File: config.mk
export PLATFORM = sky130hd
export DESIGN_NAME = seg7_scan_reader
export DESIGN_NICKNAME = d
export VERILOG_FILES = /design/src/rtl/seg7_scan_reader.sv
export SDC_FILE = /design/constraint.sdc
export NUM_CORES = 1
export LEC_CHECK = 0
export CAP_MARGIN = 20
export CORE_MARGIN = 2
export CORE_UTILIZATION = 54
export CTS_CLUSTER_SIZE = 14
export DETAILED_ROUTE_END_ITERATION = 16
export MAX_ROUTING_LAYER = met4
export PLACE_DENSITY = 0.91
export SYNTH_ARGS = -nofsm -noshare
export SYNTH_HDL_FRONTEND = slang
export SYNTH_SLANG_ARGS = --single-unit
File: constraint.sdc
create_clock -name clk -period 3.4 [get_ports clk]
set_input_delay 0.68 -clock clk [delete_from_list [all_inputs] [get_ports clk]]
set_output_delay 0.68 -clock clk [all_outputs]
set_load 0.1 [all_outputs]
File: src/rtl/seg7_scan_reader.sv
// Reads back a multiplexed active-low 7-segment bus, filters scan glitches and
// rebuilds the displayed NDIG-digit hex value, flagging illegal patterns/selects.
module seg7_scan_reader #(
    parameter int NDIG       = 4,
    parameter int STABLE_CYC = 4
) (
    input  logic                 clk,
    input  logic                 rst,
    input  logic [6:0]           seg_n,
    input  logic [NDIG-1:0]      dig_n,
    output logic [4*NDIG-1:0]    value,
    output logic [NDIG-1:0]      digit_valid,
    output logic [4*NDIG-1:0]    frame_value,
    output logic                 frame_stb,
    output logic                 bad_pattern,
    output logic                 bad_select
);

    localparam int         RW       = NDIG + 7;
    localparam logic [7:0] CNT_MAX  = 8'(STABLE_CYC);
    localparam logic [7:0] CNT_LAST = 8'(STABLE_CYC - 1);

    // Returns {legal, nibble} for an active-high segment pattern (a..g = bit6..bit0).
    function automatic logic [4:0] seg_decode(input logic [6:0] p);
        logic [4:0] res;
        case (p)
            7'h7E:   res = 5'h10;
            7'h30:   res = 5'h11;
            7'h6D:   res = 5'h12;
            7'h79:   res = 5'h13;
            7'h33:   res = 5'h14;
            7'h5B:   res = 5'h15;
            7'h5F:   res = 5'h16;
            7'h70:   res = 5'h17;
            7'h7F:   res = 5'h18;
            7'h7B:   res = 5'h19;
            7'h77:   res = 5'h1A;
            7'h1F:   res = 5'h1B;
            7'h4E:   res = 5'h1C;
            7'h3D:   res = 5'h1D;
            7'h4F:   res = 5'h1E;
            7'h47:   res = 5'h1F;
            default: res = 5'h00;
        endcase
        return res;
    endfunction

    logic [RW-1:0]       r_q;
    logic [7:0]          cnt_q, cnt_d;
    logic                acc_q, acc_d;
    logic [4*NDIG-1:0]   value_q, value_d;
    logic [NDIG-1:0]     valid_q, valid_d;
    logic [NDIG-1:0]     seen_q, seen_d;
    logic [4*NDIG-1:0]   frame_q, frame_d;
    logic                stb_q, stb_d;
    logic                bpat_q, bpat_d;
    logic                bsel_q, bsel_d;

    logic                same_s;
    logic [NDIG-1:0]     sel_s;
    logic [NDIG-1:0]     seen_new_s;
    logic [3:0]          pop_s;
    logic [4:0]          dec_s;

    // Stability counter: saturates at STABLE_CYC so a held input accepts only once.
    always_comb begin
        same_s = ({dig_n, seg_n} == r_q);
        if (!same_s) begin
            cnt_d = 8'd0;
        end else if (cnt_q == CNT_MAX) begin
            cnt_d = cnt_q;
        end else begin
            cnt_d = cnt_q + 8'd1;
        end
        acc_d = same_s && (cnt_q == CNT_LAST);
    end

    // The accepted sample is still held in r_q one cycle later (it was reloaded
    // with an identical value on the accept edge), so it is decoded from there.
    always_comb begin
        sel_s = ~r_q[RW-1:7];
        dec_s = seg_decode(~r_q[6:0]);
        pop_s = 4'd0;
        for (int i = 0; i < NDIG; i++) begin
            pop_s = pop_s + {3'b000, sel_s[i]};
        end
    end

    // Digit update, error flags and frame assembly.
    always_comb begin
        value_d    = value_q;
        valid_d    = valid_q;
        seen_d     = seen_q;
        frame_d    = frame_q;
        stb_d      = 1'b0;
        bpat_d     = 1'b0;
        bsel_d     = 1'b0;
        seen_new_s = seen_q | sel_s;
        if (!acc_q) begin
            value_d = value_q;
        end else if (pop_s > 4'd1) begin
            bsel_d = 1'b1;
        end else if (pop_s == 4'd1) begin
            if (dec_s[4]) begin
                for (int i = 0; i < NDIG; i++) begin
                    if (sel_s[i]) begin
                        value_d[4*i +: 4] = dec_s[3:0];
                    end else begin
                        value_d[4*i +: 4] = value_q[4*i +: 4];
                    end
                end
                valid_d = valid_q | sel_s;
                if (seen_new_s == {NDIG{1'b1}}) begin
                    frame_d = value_d;
                    stb_d   = 1'b1;
                    seen_d  = '0;
                end else begin
                    seen_d  = seen_new_s;
                end
            end else begin
                valid_d = valid_q & ~sel_s;
                seen_d  = seen_q & ~sel_s;
                bpat_d  = 1'b1;
            end
        end else begin
            value_d = value_q;
        end
    end

    // State and registered outputs.
    always_ff @(posedge clk or posedge rst) begin
        if (rst) begin
            r_q     <= '1;
            cnt_q   <= 8'd0;
            acc_q   <= 1'b0;
            value_q <= '0;
            valid_q <= '0;
            seen_q  <= '0;
            frame_q <= '0;
            stb_q   <= 1'b0;
            bpat_q  <= 1'b0;
            bsel_q  <= 1'b0;
        end else begin
            r_q     <= {dig_n, seg_n};
            cnt_q   <= cnt_d;
            acc_q   <= acc_d;
            value_q <= value_d;
            valid_q <= valid_d;
            seen_q  <= seen_d;
            frame_q <= frame_d;
            stb_q   <= stb_d;
            bpat_q  <= bpat_d;
            bsel_q  <= bsel_d;
        end
    end

    assign value       = value_q;
    assign digit_valid = valid_q;
    assign frame_value = frame_q;
    assign frame_stb   = stb_q;
    assign bad_pattern = bpat_q;
    assign bad_select  = bsel_q;

endmodule

==> flow_summary.yaml <==
synthesis:
  synthTopCellsByArea: "dfrtp_1 (39%), dfstp_2 (8.7%), mux2_1 (6.8%), xor2_1 (4.5%), mux2_2 (4.1%)"
  synth.cells.most_frequent: "dfrtp_1 (52), nor2_1 (28), mux2_1 (20)"
  synth_cells: 302
  ys_warn_count: 0
  synthArstFlopShare_pct: 100
  syn-num-nets: 321
  synth_edf_count: 0
  post-synth-top-area-cell: "dfrtp_1"
  synth.distinct_cells: 56
  synth_top_area_share_pct: 39.0
  ys.flop_type: "dfrtp_1"
  synth_area_um2: 3330
  syn_area_per_cell_um2: 11.0
  ys_seq_elements: 63
  synth.most_common_cell: "dfrtp_1"
  ys_seq_area_share_pct: 47.7
sta:
  fin_crit_ps: 3200
  max_freq_mhz: 312
  setup_viol: 0
  rsz0062_at_grt: "false"
  holdWs_ps: 484
  hold_violations: 0
  finalSetupTns_ps: 0
  worst_pin_slew_ps: 990
  period_share_pct: 94.2
  clock_skew_ps: 8.73
  final_max_slew_viol_count: 0
  timing.slew.headroom_pct: 33.8
hold_path:
  hp-class: "reg2reg"
detailed_routing:
  wl_um: 7370
  ant_nets: 0
  vias: 2498
  wl_per_cell_um: 17.1
  dr.pass1.iters: 4
  drc: 0
  first_iter_violations: 289
  viasPerCell: 5.81
clock_network:
  cts_tree: "yes"
  postCtsSetupRepairBufs: 0
  cts-buffers-inserted: 9
  clock_path_buffers: 2
  ctsResizeCount: 0
  clockRootBuffer: "clkbuf_8"
  ctsHoldBuffers: 0
  clkLatencyLatePin_ps: 340
  cts_htree_levels: 3
  clk_pin_slew_ps: 70
  clock_sinks: 63
global_routing:
  grt_pass1_wl_um: 12200
  grt_usage_pct: 24.8
  grt_pass1_vias: 2397
  grt_max_degree: 48
  antenna_found_initial: 0
  grt.overflow.total: 0
power:
  clockPowerShare_pct: 46.1
  powerDensity_nw_per_um2: 412
  p_comb_share_pct: 6.7
  p_int_w: 0.00130
  switching_share_pct: 22.5
  p_sw_w: 0.000376
  max-vdd-ir-drop_mv: 0.305
  power_frac_seq_pct: 47.2
  p_leak_nw: 1.86
floorplanning:
  die_area_um2: 6820
  coreArea_um2: 5960
  rows: 28
  ioPinCount: 52
  die_x_um: 82.6
  start_util_pct: 56.0
  die_y_um: 82.6
setup_path:
  critPathTopFamily: "adder cells"
  reg2reg_depth: 11
  reg2reg_from: "r_q[10]$_DFF_PP1_"
  worstPathRequired_ps: 3630
  critical_path_class: "reg2reg"
  cpPeakStageDelay_ps: 670
  cp_slowest_cell: "dfstp_2"
  rrSetupSlack_ps: 200
  path_buf_inv: 3
  regToRegEndpoint: "frame_value[6]$_DFFE_PP0P_"
  start_kind: "flop"
  crit_end: "frame_value[6]$_DFFE_PP0P_"
  end_kind: "flop"
  cp_max_fo: 21
  critical_path_depth: 11
  cp_cell_sequence: "fa_1 -> inv_1 -> ha_1 -> inv_1 -> ha_1 -> nor2_1 -> nand4_1 -> or3_1 -> a31oi_2 -> buf_12 -> mux2_1"
  setup.worst_path.start: "r_q[10]$_DFF_PP1_"
  cp.arrival_ps: 3430
outcome:
  outcome: "finished, final reports clean"
finish:
  drive_gt1_share_pct: 25.4
  syn_to_final_growth_pct: 22.1
  postLayoutCellArea_um2: 4070
  nFillCells: 425
  final_nets: 369
  diodes: 0
run:
  drv_cap: 0
placement:
  placed_cell_area_um2: 3810
  place_hpwl_um: 5290
  gp_congestion: 0.860
  port_buffers: 51
==> logic make-up (layout without fill, tap and decap cells) <==
family	count (synthesis)	in the layout	synth area share, %
AOI/OAI and AO/OA	51	51	12.6
xor gates and xnor gates	18	18	4.73
adders and majority gates	6	6	2.48
buffers and inverters	29	82	3.94
DFF	63	63	47.7
muxes	32	32	10.8
and+or+nand+nor	103	103	17.8
==> power by group through the flow <==
stage	combinational [W]	sequential (W)	clock, W
global route	0.000126	0.000793	0.000815
detailed placement	0.000109	0.000804	0
floorplan	0.0000927	0.000779	0
global placement	0.000104	0.000802	0
finish	0.000112	0.000791	0.000773
CTS	0.000110	0.000790	0.000784
==> per-layer routing <==
layer | wire length [um] | up-vias | share of wire [%] | track usage (%)
met2 | 3460 | 82 | 47 | 37.7
met4 | 102 | 0 | 1.4 | 7.54
met5 | 0 | - | 0 | -
met3 | 511 | 9 | 6.9 | 6.09
li1 | - | 1171 | - | -
met1 | 3290 | 1236 | 45 | 33.1
==> metrics by stage <==
stage,total power (W),util (%),std cells,worst slack (ps)
3_5_place_dp,0.000912,64.1,413,220
2_1_floorplan,0.000872,-,302,391
3_3_place_gp,0.000906,64.1,413,346
5_1_grt,0.00173,68.4,430,2.45
6_report,0.00168,68.4,430,198
4_1_cts,0.00168,68.0,429,208
==> placed cells by master, fill, tap and decap left out, drive strengths merged, types with 8 or more instances in the layout <==
cell type,netlist,final
nor2,28,28
nand2,10,10
buf,10,31
a21oi,10,10
clkdlybuf4s50,0,24
inv,11,11
xor2,17,17
mux2,32,32
o21ai,9,9
o31a,8,8
dfstp,11,11
clkbuf,8,10
nand2b,15,15
nand3,9,9
dfrtp,52,52
==> state kept, by name, summed over array words and instances, names as in the netlist, named ones only <==
| register | cells |
|---|---|
| acc_q | 1 |
| bad_pattern | 1 |
| bad_select | 1 |
| cnt_q | 8 |
| frame_stb | 1 |
| frame_value | 16 |
| r_q | 11 |
| seen_q | 4 |
| value | 16 |
==> worst reg2reg max path: stages, from the launching register on <==
cell and delay [ps]:
dfstp_2 670, fa_1 460, inv_1 80, ha_1 180, inv_1 50, ha_1 260
nor2_1 110, nand4_1 130, or3_1 400, a31oi_2 210, buf_12 200, mux2_1 350
==> layout make-up <==
cell class	instances	area (um2)	share of cell area, %
sequential	63	1590	39.1
multi-input combinational	210	1610	39.6
clock buffer	10	128	3.13
tap	75	93.8	2.30
clock inverter	6	109	2.67
timing repair buffer	55	498	12.2
inverter	11	41.3	1.01
==> how the worst min path moves through the flow <==
stage	startpoint	end	slack, ps	depth (start not counted)
finish	frame_value[3]$_DFFE_PP0P_	frame_value[3]$_DFFE_PP0P_	480	1
detailed placement	frame_value[15]$_DFFE_PP0P_	frame_value[15]$_DFFE_PP0P_	480	1
floorplan	acc_q$_DFF_PP0_	bad_select$_DFF_PP0_	460	1
global placement	frame_value[9]$_DFFE_PP0P_	frame_value[9]$_DFFE_PP0P_	470	1
CTS	frame_value[15]$_DFFE_PP0P_	frame_value[15]$_DFFE_PP0P_	490	1
global route	frame_value[3]$_DFFE_PP0P_	frame_value[3]$_DFFE_PP0P_	520	1
(Power assumes the default switching activity.)
==> edit 1 (config.mk and constraints unchanged) <==
Put one more register stage on the output `value`, without a reset. The value now appears one clock later. The other outputs are not delayed to match.
--- a/src/rtl/seg7_scan_reader.sv
+++ b/src/rtl/seg7_scan_reader.sv
@@ -154,7 +154,9 @@
         end
     end
 
-    assign value       = value_q;
+    always_ff @(posedge clk) begin
+        value <= value_q;
+    end
     assign digit_valid = valid_q;
     assign frame_value = frame_q;
     assign frame_stb   = stb_q;
Check against the original RTL: not equivalent (a bounded check fails within 10 cycles, from zero or initial values and one cycle with rst high).
==> edit 1 against the original RTL <==
Combinational power decreased by 4%. Core utilization shrank 2.8 points. Wire length is 3.6% higher. Design area rose by 8.7%. Power grew 6.1%. Setup slack worse by 0.044 ns. Synthesized area up 13%. Sequential cell count increased by 16. Critical path type unchanged.
==> edit 1: results (changes against the original RTL) <==
* Top post-synthesis cells by count: dfrtp_1 (52), nor2_1 (33), inv_1 (22)
* Largest net degree at the start of global routing at 37 (-23%)
* Drt via density at 5.77 (-0.63%)
* GR Layer Usage met3 at 4.36% (-1.7 points)
* Register area share after synthesis at 50.9% (+3.2 points)
* FFs w/ async S/R, synth at 79.7% (-20 points)
* Nets@finish at 401 (+8.7%)
* Vias in the first global route at 2517 (+5.0%)
* Max VDD drop at 245 uV (-20%)
* I/O Buffers at 51 (unchanged)
* Compound-cell area share of the yosys netlist at 10.8% (-1.8 points)
* Share of cells above drive strength 1 at 22.5% (-2.8 points)
* Initial DRC Count at 240 (-17%)
* Dpl hpwl at 5480 um (+3.7%)
* Worst Skew at 0.00457 ns (-0.00416 ns)
* Critical path arrival at 3.48 ns (+0.05 ns)
* Inserted Diodes at 0 (unchanged)
* Synth Area in XOR/XNOR at 3.97% (-0.76 points)
* Status: finished, final reports clean
* Met1 usage at 30.1% (-2.9 points)
* Synth top area cells: dfrtp_1 (35%), dfxtp_1 (8.5%), dfstp_2 (7.7%), mux2_4 (4.4%), xor2_1 (3.5%)
* Met1 Wirelength at 3310 um (+0.52%)
* Leakage at 1.91 nW (+3.1%)
* Crit-path max cell delay at 0.60 ns (-0.07 ns)
* Synth cell types at 58 (+3.6%)
* Post-Synth Adder-Cell Area at 2.20% (-0.28 points)
* Syn Nets at 350 (+9.0%)
* Fill count at 509 (+20%)
* Placer Congestion at 0.899 (+4.5%)
* Crit path max fanout at 13 (-38%)
* Met2 wire length at 3710 um (+7.0%)
* GRT Total Usage at 22.4% (-2.4 points)
* Slew @ Worst Pin at 0.968 ns (-0.0219 ns)
* Met3 wire len at 451 um (-12%)
* Mux cell area share after synthesis at 9.84% (-0.97 points)
* Grt met2 use at 33.0% (-4.8 points)
-- edit 1: cell types whose count changed after synthesis, moves of 10 or more --
cell	change
mux2_4	+11
dfxtp_1	+16
inv_1	+11
a31oi_1	+11
mux2_1	-19
a21oi_1	+10
-- edit 1: per-stage QoR --
step	hold slack, ns	cells	setup WS, ns	power (mW)	area, sq um
6_report	0.400	466	0.155	1.78	4430
5_1_grt	0.416	466	0.0180	1.84	4430
4_1_cts	0.401	466	0.173	1.79	4430
3_5_place_dp	0.385	451	0.188	1.10	4230
3_3_place_gp	0.385	451	0.394	1.09	4230
2_1_floorplan	0.364	331	0.337	1.06	3750
-- edit 1: worst paths after layout --
path | startpoint | endpoint | slack [ns] | cells past startpoint
worst max-delay path | r_q[8]$_DFF_PP1_ | frame_value[14]$_DFFE_PP0P_ | 0.15 | 11
worst min-delay path | value_q[0]$_DFFE_PP0P_ | value[0]$_DFF_P_ | 0.40 | 0
worst max register to register | r_q[8]$_DFF_PP1_ | frame_value[14]$_DFFE_PP0P_ | 0.15 | 11
worst min register to register | value_q[0]$_DFFE_PP0P_ | value[0]$_DFF_P_ | 0.40 | 0
max in group asynchronous | rst | frame_value[12]$_DFFE_PP0P_ | 2.08 | 3
min in group asynchronous | rst | cnt_q[3]$_DFFE_PP0P_ | 0.72 | 2
-- edit 1: area by class of cell --
class / instances / area (sq um) / area share (%)
Clock buffer: 14 / 163 / 3.67
Clock inverter: 1 / 30.0 / 0.678
Inverter: 23 / 86.3 / 1.95
Multi-Input combinational cell: 211 / 1610 / 36.3
Sequential cell: 79 / 1910 / 43.2
Tap cell: 80 / 100 / 2.26
Timing Repair Buffer: 58 / 531 / 12.0
-- edit 1: report_power, final --
group          switching (mW)  internal (mW)
sequential             0.0237          0.949
combinational          0.0611         0.0466
clock                   0.321          0.377
total                   0.405           1.37
==> edit 2 (same flow settings) <==
Made on the original files. Change the parameter `NDIG` from 4 to 3.
--- a/src/rtl/seg7_scan_reader.sv
+++ b/src/rtl/seg7_scan_reader.sv
@@ -1,7 +1,7 @@
 // Reads back a multiplexed active-low 7-segment bus, filters scan glitches and
 // rebuilds the displayed NDIG-digit hex value, flagging illegal patterns/selects.
 module seg7_scan_reader #(
-    parameter int NDIG       = 4,
+    parameter int NDIG       = 3,
     parameter int STABLE_CYC = 4
 ) (
     input  logic                 clk,
Ports: changed (resized dig_n, digit_valid, frame_value and value); port bits go from 52 to 42. The function was not compared with the original's and may differ.
==> edit 2 against the original RTL <==
Global-route usage fell by 1.6 points. Core utilization is 1.0 points lower. Setup slack improved by 0.24 ns. First-iteration DRC count fell by 38%. Power shrank 35%. Design area shrank 20%. Maximum frequency rose by 8.2%. Sequential cell count shrank 11. Wire length fell by 21%. Synthesized area fell by 18%. Die area down 17%. Critical path type unchanged. Largest cell class unchanged.
==> edit 2: results (changes against the original RTL) <==
* Met2 wire length at 2990 um (-14%)
* Critical path arrival at 3.15 ns (-0.28 ns)
* Synth cell types at 52 (-7.1%)
* Crit path max fanout at 15 (-29%)
* Post-Synthesis Cells at 248 (-18%)
* Vias in the first global route at 1889 (-21%)
* Fill count at 382 (-10%)
* Pint at 816 uW (-37%)
* Leakage at 1.44 nW (-22%)
* Clock-pin slew on the worst setup and hold paths at 0.10 ns (+0.03 ns)
* Dpl hpwl at 4130 um (-22%)
* Register area share after synthesis at 47.8% (+0.13 points)
* Worst R2R End: frame_value[10]$_DFFE_PP0P_
* Routed WL at 5820 um (-21%)
* Met1 Wirelength at 2490 um (-24%)
* Slew @ Worst Pin at 0.988 ns (-0.00136 ns)
* Nets@finish at 299 (-19%)
* Pre-CTS setup slack at 0.442 ns (+0.222 ns)
* Status: finished, final reports clean
* GRT Total Usage at 23.2% (-1.6 points)
* First-pass GRT wire length at 9620 um (-21%)
* Top post-synthesis cells by count: dfrtp_1 (42), nor2_1 (25), mux2_2 (17)
* Share of cells above drive strength 1 at 24.9% (-0.44 points)
* H-Tree Depth at 2 (-1)
* GR Layer Usage met3 at 4.10% (-2.0 points)
* Placed cells at 343 (-17%)
* Syn Nets at 263 (-18%)
* Grt met2 use at 36.3% (-1.4 points)
* Max VDD drop at 233 uV (-24%)
* Met3 wire len at 286 um (-44%)
* RR Startpoint: r_q[8]$_DFF_PP1_
* Initial DRC Count at 178 (-38%)
==> edit 2: cell count changes after synthesis, moves of 3 or more <==
cell	unedited run	this run
mux2_2	12	17
mux2_4	0	7
inv_1	11	7
xor2_1	17	12
nor2_1	28	25
a2bb2oi_1	4	0
o31ai_2	0	3
o22ai_1	3	0
ha_1	5	2
a31oi_2	5	0
nand2b_1	15	6
dfrtp_1	52	42
xnor2_1	1	4
mux2_1	20	0
==> edit 2: area by class of cell <==
| cell class | instances | area share [%] |
|---|---|---|
| multi-input combinational | 176 | 41.0 |
| sequential | 52 | 40.5 |
| timing repair buffer | 42 | 12.3 |
| tap | 67 | 2.58 |
| clock buffer | 6 | 2.24 |
| inverter | 7 | 0.810 |
| clock inverter | 2 | 0.502 |
==> edit 2: worst max-delay path by stage <==
| stage | from | slack, ns | endpoint | cells past startpoint |
|---|---|---|---|---|
| detailed placement | r_q[9]$_DFF_PP1_ | 0.44 | frame_value[8]$_DFFE_PP0P_ | 6 |
| finish | r_q[8]$_DFF_PP1_ | 0.44 | frame_value[10]$_DFFE_PP0P_ | 6 |
| global placement | r_q[9]$_DFF_PP1_ | 0.56 | frame_value[8]$_DFFE_PP0P_ | 6 |
| floorplan | r_q[9]$_DFF_PP1_ | 0.94 | frame_value[0]$_DFFE_PP0P_ | 7 |
| CTS | r_q[8]$_DFF_PP1_ | 0.44 | frame_value[8]$_DFFE_PP0P_ | 6 |
| global route | r_q[8]$_DFF_PP1_ | 0.28 | frame_value[10]$_DFFE_PP0P_ | 6 |
==> edit 2: worst max-delay path, delay by kind of cell (launching register included) <==
kind	cells	cell delay, ns
AOI/OAI and AO/OA	3	1.09
DFF	1	0.67
adders and majority gates	1	0.43
muxes	1	0.40
and+or+nand+nor	1	0.24
==> edit 2: cells by family after synthesis <==
group | Yosys count | synth area share, %
buffers and inverters | 20 | 3.74
DFF | 52 | 47.8
and+or+nand+nor | 89 | 17.9
xor gates and xnor gates | 16 | 5.10
AOI/OAI and AO/OA | 43 | 12.6
muxes | 25 | 11.2
adders and majority gates | 3 | 1.64
==> edit 2: power by group through the flow <==
stage	combinational [mW]	clock [mW]	sequential, mW
final	0.0806	0.350	0.654
after CTS	0.0775	0.354	0.653
after detailed placement	0.0768	0	0.665
after global routing	0.0896	0.374	0.658
after global placement	0.0745	0	0.664
after floorplan	0.0674	0	0.645
==> edit 2: metrics by stage <==
step                area (sq um)  power, mW  hold WS [ns]  util (%)
floorplan                   2750      0.712         0.464         -
global placement            3130      0.738         0.492      64.9
detailed placement          3130      0.742         0.497      64.9
CTS                         3220       1.08         0.523      66.8
global route                3240       1.12         0.534      67.3
finish                      3240       1.08         0.517      67.3
